[src/rtl/nonce_search_ctrl.sv]
// Nonce search controller: issues nonces into the fixed-latency hash pipeline and captures the first hit.
// Optional abort input enabled by defining NONCE_ABORT_EN.
module nonce_search_ctrl #(
  parameter int unsigned NONCE_W  = 32,
  parameter int unsigned PIPE_LAT = 4,
  parameter int unsigned BOUNTY_W = 24
) (
  input  logic                clk,
  input  logic                reset,
  input  logic                start,
  input  logic [NONCE_W-1:0]  start_nonce,
  input  logic [NONCE_W-1:0]  max_count,
`ifdef NONCE_ABORT_EN
  input  logic                abort,
`endif
  output logic [NONCE_W-1:0]  nonce_out,
  output logic                nonce_valid,
  input  logic                valid,
  input  logic [BOUNTY_W-1:0] bounty,
  output logic                busy,
  output logic                done,
  output logic                found,
  output logic [NONCE_W-1:0]  found_nonce,
  output logic [BOUNTY_W-1:0] found_bounty
);

  localparam logic [1:0] ST_IDLE  = 2'd0;
  localparam logic [1:0] ST_RUN   = 2'd1;
  localparam logic [1:0] ST_DRAIN = 2'd2;
  localparam logic [1:0] ST_DONE  = 2'd3;

  logic [1:0]          state_q, state_d;
  logic [NONCE_W-1:0]  issue_q, issue_d;
  logic [NONCE_W-1:0]  remaining_q, remaining_d;
  logic [NONCE_W-1:0]  result_q, result_d;
  logic [PIPE_LAT-1:0] tag_q, tag_d;
  logic                nonce_valid_q, nonce_valid_d;
  logic                busy_q, busy_d;
  logic                done_q, done_d;
  logic                found_q, found_d;
  logic [NONCE_W-1:0]  found_nonce_q, found_nonce_d;
  logic [BOUNTY_W-1:0] found_bounty_q, found_bounty_d;

  logic abort_c;
  logic in_search_c;
  logic nonce_valid_c;
  logic qual_c;
  logic hit_c;

`ifdef NONCE_ABORT_EN
  assign abort_c = abort;
`else
  assign abort_c = 1'b0;
`endif

  // Abort gates the issue strobe in the same cycle it is raised.
  assign in_search_c   = (state_q == ST_RUN) || (state_q == ST_DRAIN);
  assign nonce_valid_c = nonce_valid_q & ~(abort_c & in_search_c);
  assign qual_c        = tag_q[PIPE_LAT-1];
  assign hit_c         = in_search_c & ~abort_c & qual_c & valid & ~found_q;

  always_comb begin
    state_d        = state_q;
    issue_d        = issue_q;
    remaining_d    = remaining_q;
    result_d       = result_q;
    tag_d          = (tag_q << 1) | PIPE_LAT'(nonce_valid_c);
    found_d        = found_q;
    found_nonce_d  = found_nonce_q;
    found_bounty_d = found_bounty_q;

    if (qual_c) begin
      result_d = result_q + NONCE_W'(1);
    end

    // Only the first qualified hit of a search is kept.
    if (hit_c) begin
      found_d        = 1'b1;
      found_nonce_d  = result_q;
      found_bounty_d = bounty;
    end

    case (state_q)
      ST_IDLE: begin
        if (start) begin
          found_d        = 1'b0;
          found_nonce_d  = '0;
          found_bounty_d = '0;
          issue_d        = start_nonce;
          remaining_d    = max_count;
          result_d       = start_nonce;
          state_d        = (max_count != '0) ? ST_RUN : ST_DONE;
        end
      end
      ST_RUN: begin
        issue_d     = issue_q + NONCE_W'(1);
        remaining_d = remaining_q - NONCE_W'(1);
        if (abort_c) begin
          tag_d   = '0;
          state_d = ST_DONE;
        end else if (hit_c || (remaining_q == NONCE_W'(1))) begin
          state_d = ST_DRAIN;
        end
      end
      ST_DRAIN: begin
        if (abort_c) begin
          tag_d   = '0;
          state_d = ST_DONE;
        end else if (tag_d == '0) begin
          state_d = ST_DONE;
        end
      end
      default: begin
        state_d = ST_IDLE;
      end
    endcase

    nonce_valid_d = (state_d == ST_RUN);
    busy_d        = (state_d == ST_RUN) || (state_d == ST_DRAIN);
    done_d        = (state_d == ST_DONE);
  end

  always_ff @(posedge clk) begin
    if (reset) begin
      state_q        <= ST_IDLE;
      issue_q        <= '0;
      remaining_q    <= '0;
      result_q       <= '0;
      tag_q          <= '0;
      nonce_valid_q  <= 1'b0;
      busy_q         <= 1'b0;
      done_q         <= 1'b0;
      found_q        <= 1'b0;
      found_nonce_q  <= '0;
      found_bounty_q <= '0;
    end else begin
      state_q        <= state_d;
      issue_q        <= issue_d;
      remaining_q    <= remaining_d;
      result_q       <= result_d;
      tag_q          <= tag_d;
      nonce_valid_q  <= nonce_valid_d;
      busy_q         <= busy_d;
      done_q         <= done_d;
      found_q        <= found_d;
      found_nonce_q  <= found_nonce_d;
      found_bounty_q <= found_bounty_d;
    end
  end

  assign nonce_out    = issue_q;
  assign nonce_valid  = nonce_valid_c;
  assign busy         = busy_q;
  assign done         = done_q;
  assign found        = found_q;
  assign found_nonce  = found_nonce_q;
  assign found_bounty = found_bounty_q;

endmodule

[config.mk]
export PLATFORM = sky130hd
export DESIGN_NAME = nonce_search_ctrl
export DESIGN_NICKNAME = d
export VERILOG_FILES = /design/src/rtl/nonce_search_ctrl.sv
export SDC_FILE = /design/constraint.sdc
export NUM_CORES = 1
export LEC_CHECK = 0
export BUFFER_PORTS_ARGS = -buffer_cell sky130_fd_sc_hd__buf_2
export CORE_MARGIN = 2
export CORE_UTILIZATION = 59
export CTS_CLUSTER_DIAMETER = 40
export CTS_CLUSTER_SIZE = 14
export DETAILED_ROUTE_END_ITERATION = 10
export PLACE_DENSITY = 0.86
export SYNTH_ARGS = -nofsm -noshare
export SYNTH_HDL_FRONTEND = slang
export SYNTH_SLANG_ARGS = --single-unit
[constraint.sdc]
create_clock -name clk -period 5.7 [get_ports clk]
set_input_delay 0.285 -clock clk [delete_from_list [all_inputs] [get_ports clk]]
set_output_delay 0.285 -clock clk [all_outputs]
set_load 0.005 [all_outputs]
==> impl_metrics.ini <==
[yosys]
synth_edf_count = 0
syn-cell-area_mm2 = 0.008200
postSynthRegisterBits = 162
post-synth-top-area-cell = sky130_fd_sc_hd__dfxtp_1
synth_cell_types = 62
avgSynthCellArea_um2 = 7.671
synthFlopType = sky130_fd_sc_hd__dfxtp_1
postSynthNetCount = 1171
postSynth.asyncResetShare_pct = 0
synth_seq_area_share_pct = 39.55
synth_top_area_share_pct = 39.55
synthesis.instances = 1069
synth_commonest_cells = 186 x sky130_fd_sc_hd__nand2_1, 162 x sky130_fd_sc_hd__dfxtp_1, 128 x sky130_fd_sc_hd__a21oi_1, 72 x sky130_fd_sc_hd__clkbuf_1, 65 x sky130_fd_sc_hd__nor2_1
synth.most_common_cell = sky130_fd_sc_hd__nand2_1
ys_warn_count = 0
netlist_top_cells_area = sky130_fd_sc_hd__dfxtp_1 40%, sky130_fd_sc_hd__nand2_1 8.5%, sky130_fd_sc_hd__a21oi_1 7.8%

[critical_path]
worst_endpoint_data_arrival_time_ps = 3300
critPathTopFamily = compound AO/OA/AOI/OAI gates
worst_path_most_repeated_cell = sky130_fd_sc_hd__buf_4
path_cells = inv_1 -> ha_2 -> clkinv_1 -> buf_4 -> o21ai_4 -> buf_4 -> o21ai_0 -> a31o_2 -> a221oi_1
timing.reg2reg.worst_path_depth = 9
crit_type = flip-flop to flip-flop
worstPathMaxFanout = 63
worst_path_slowest_cell = sky130_fd_sc_hd__o21ai_4
timing.critical_path.depth = 9
worstPathRequired_ps = 6030
type_of_element_capturing_the_critical_path = flip-flop
cp.buffers_inverters = 4
crit_path_start_kind = flip-flop
critPathMaxStageDelay_ps = 700

[route]
post-route-drc-count = 0
drt_iter0_drc = 868
ant_nets = 0
vias = 8574
avgRoutedWirePerCell_um = 16.93
drt_first_pass_iters = 5
totalWireLength_mm = 23.59
vias_per_cell = 6.155

[sta]
final.setup_skew_ps = 8.496
worst_slew_pin_slew_ps = 1069
setup_total_negative_slack_ps = 0
setup_viol_count_final = 0
period_needed_ps = 2965
maxClockFrequency_mhz = 337.3
post-route-period-util_pct = 52.02
setup_repair_after_global_routing_missed_its_margin = false
hold_vio_cnt_final = 0
slew_violations = 0
slew_headroom_pct = 28.74

[global_route]
busiest_layer = met2
global_route_wire_length_before_repair_mm = 36.69
grt_max_degree = 99
grt_util_met3_pct = 7.865
grt_overflow = 0
grt_util_all_layers_pct = 31.00
grt_util_met1_pct = 40.28
gr-usage-met2_pct = 48.43
grt_pass1_vias = 7487
grt_antenna_before_repair = 0

[clock_tree]
tritoncts_num_sinks = 162
worst_setup_hold_path_clk_slew_ps = 70
worst_skew_pair.late_latency_ps = 430
deepest_level_of_the_cts_h_tree = 4
post_cts_resized = 0
number_of_buffers_added_by_the_clock_tree_synthesis_step = 17
tritoncts = yes
postCtsHoldBufs = 0
post_cts_setup_buffer_count = 0
cts-root-buf = sky130_fd_sc_hd__clkbuf_16
clock_path_buffers = 2

[die]
fp.dieArea_mm2 = 0.01486
die_width_um = 121.9
placementRows = 43
core_area_mm2 = 0.01372
initial_core_utilization_pct = 59.77
number_of_primary_i_o_pins = 184
die-height_um = 121.9

[worst_hold_path]
hold_path_depth = 3
timing.hold.worst.class = input port to flip-flop

[layout]
seq_area_mm2 = 0.003243
post-route-cell-area_mm2 = 0.009688
multiInputGateArea_mm2 = 0.004607
area_growth_syn_to_layout_pct = 18.14
design.final.nets = 1301
n_fill_cell = 1153
layout-drive-gt1-share_pct = 19.80

[power_and_ir_drop]
power_density_mw_per_mm2 = 301.0
power.ir.vdd_worst_mv = 0.2103
power.static_leakage_nw = 3.655

[placed_design]
gpl.final_weighted_congestion = 0.9444
dpl.hpwl_mm = 16.04
portBuffers = 183
detailed_place.area_mm2 = 0.009119

[status]
run_status = complete, no violations

[job]
cap_violations = 0
==> worst min-delay path: cells and delay by family <==
family | cells | cell delay [ps]
AO/OA/AOI/OAI | 1 | 50
AND/OR/NAND/NOR | 1 | 40
buffers and inverters | 1 | 90
==> report_power, final <==
part	internal (W)	total (W)	switching (W)
Combinational	0.000187	0.000501	0.000314
Clock	0.000622	0.00111	0.000490
Sequential	0.00121	0.00130	0.0000963
Total	0.00202	0.00292	0.000901
==> cells by family after synthesis <==
kind of cell,synth area share (%)
AND/OR/NAND/NOR,27.17
XOR/XNOR,3.204
flip-flops,39.55
AO/OA/AOI/OAI,22.23
adder cells (fa/ha/maj),1.526
buffers and inverters,4.562
multiplexers,1.755
==> final cells by class <==
class / count / share of cell area (%)
sequential: 162 / 33.48
inverter: 20 / 0.7749
tap: 180 / 2.325
clock buffer: 19 / 4.572
multi-input combinational: 808 / 47.55
clock inverter: 13 / 1.279
timing repair buffer: 190 / 9.996
antenna: 1 / 0.02583
==> flip-flops by register name (all words and copies together) (netlist names) <==
register      flops
busy              1
found             1
result_q         32
tag_q             4
found_bounty     24
nonce_valid       1
done              1
remaining_q      32
state_q           2
found_nonce      32
nonce_out        32
==> cell usage in the layout (no fill, tap or decap), types with 16 or more instances in the layout <==
cell,count
sky130_fd_sc_hd__xnor2_1,17
sky130_fd_sc_hd__a21oi_1,128
sky130_fd_sc_hd__buf_2,183
sky130_fd_sc_hd__o22ai_1,16
sky130_fd_sc_hd__o21ai_0,52
sky130_fd_sc_hd__nor4_1,21
sky130_fd_sc_hd__dfxtp_1,162
sky130_fd_sc_hd__nor2_1,65
sky130_fd_sc_hd__nor3_1,35
sky130_fd_sc_hd__inv_1,19
sky130_fd_sc_hd__and3_1,18
sky130_fd_sc_hd__a211oi_1,28
sky130_fd_sc_hd__nand4_1,31
sky130_fd_sc_hd__clkbuf_16,17
sky130_fd_sc_hd__nand2_1,184
sky130_fd_sc_hd__nand3_1,30
==> through the flow <==
step / hold slack [ps] / instances / utilization, % / total power (W) / worst slack (ps)
after floorplan: 421.0 / 1069 / - / 0.001642 / 3317
after global placement: 438.4 / 1360 / 66.47 / 0.001800 / 2839
after detailed placement: 443.0 / 1360 / 66.47 / 0.001811 / 2744
after CTS: 75.69 / 1392 / 70.60 / 0.002913 / 2741
after global routing: 83.33 / 1392 / 70.60 / 0.003028 / 2564
final: 84.69 / 1393 / 70.62 / 0.002916 / 2735
==> routing by layer <==
layer  vias up  wire length [um]
li1       4149                 -
met1      3950              9766
met2       409             10900
met3        66              2112
met4         0               802
met5         -                 0
==> path summary, 6_finish.rpt <==
kind	from	slack [ps]	endpoint
worst max-delay path	state_q[1]	2730	nonce_out[26]
worst min-delay path	bounty[6]	80	found_bounty[6]
worst max register to register	state_q[1]	2730	nonce_out[26]
worst min register to register	found_bounty[9]	450	found_bounty[9]
No activity file was read; power rests on OpenSTA's default activity.
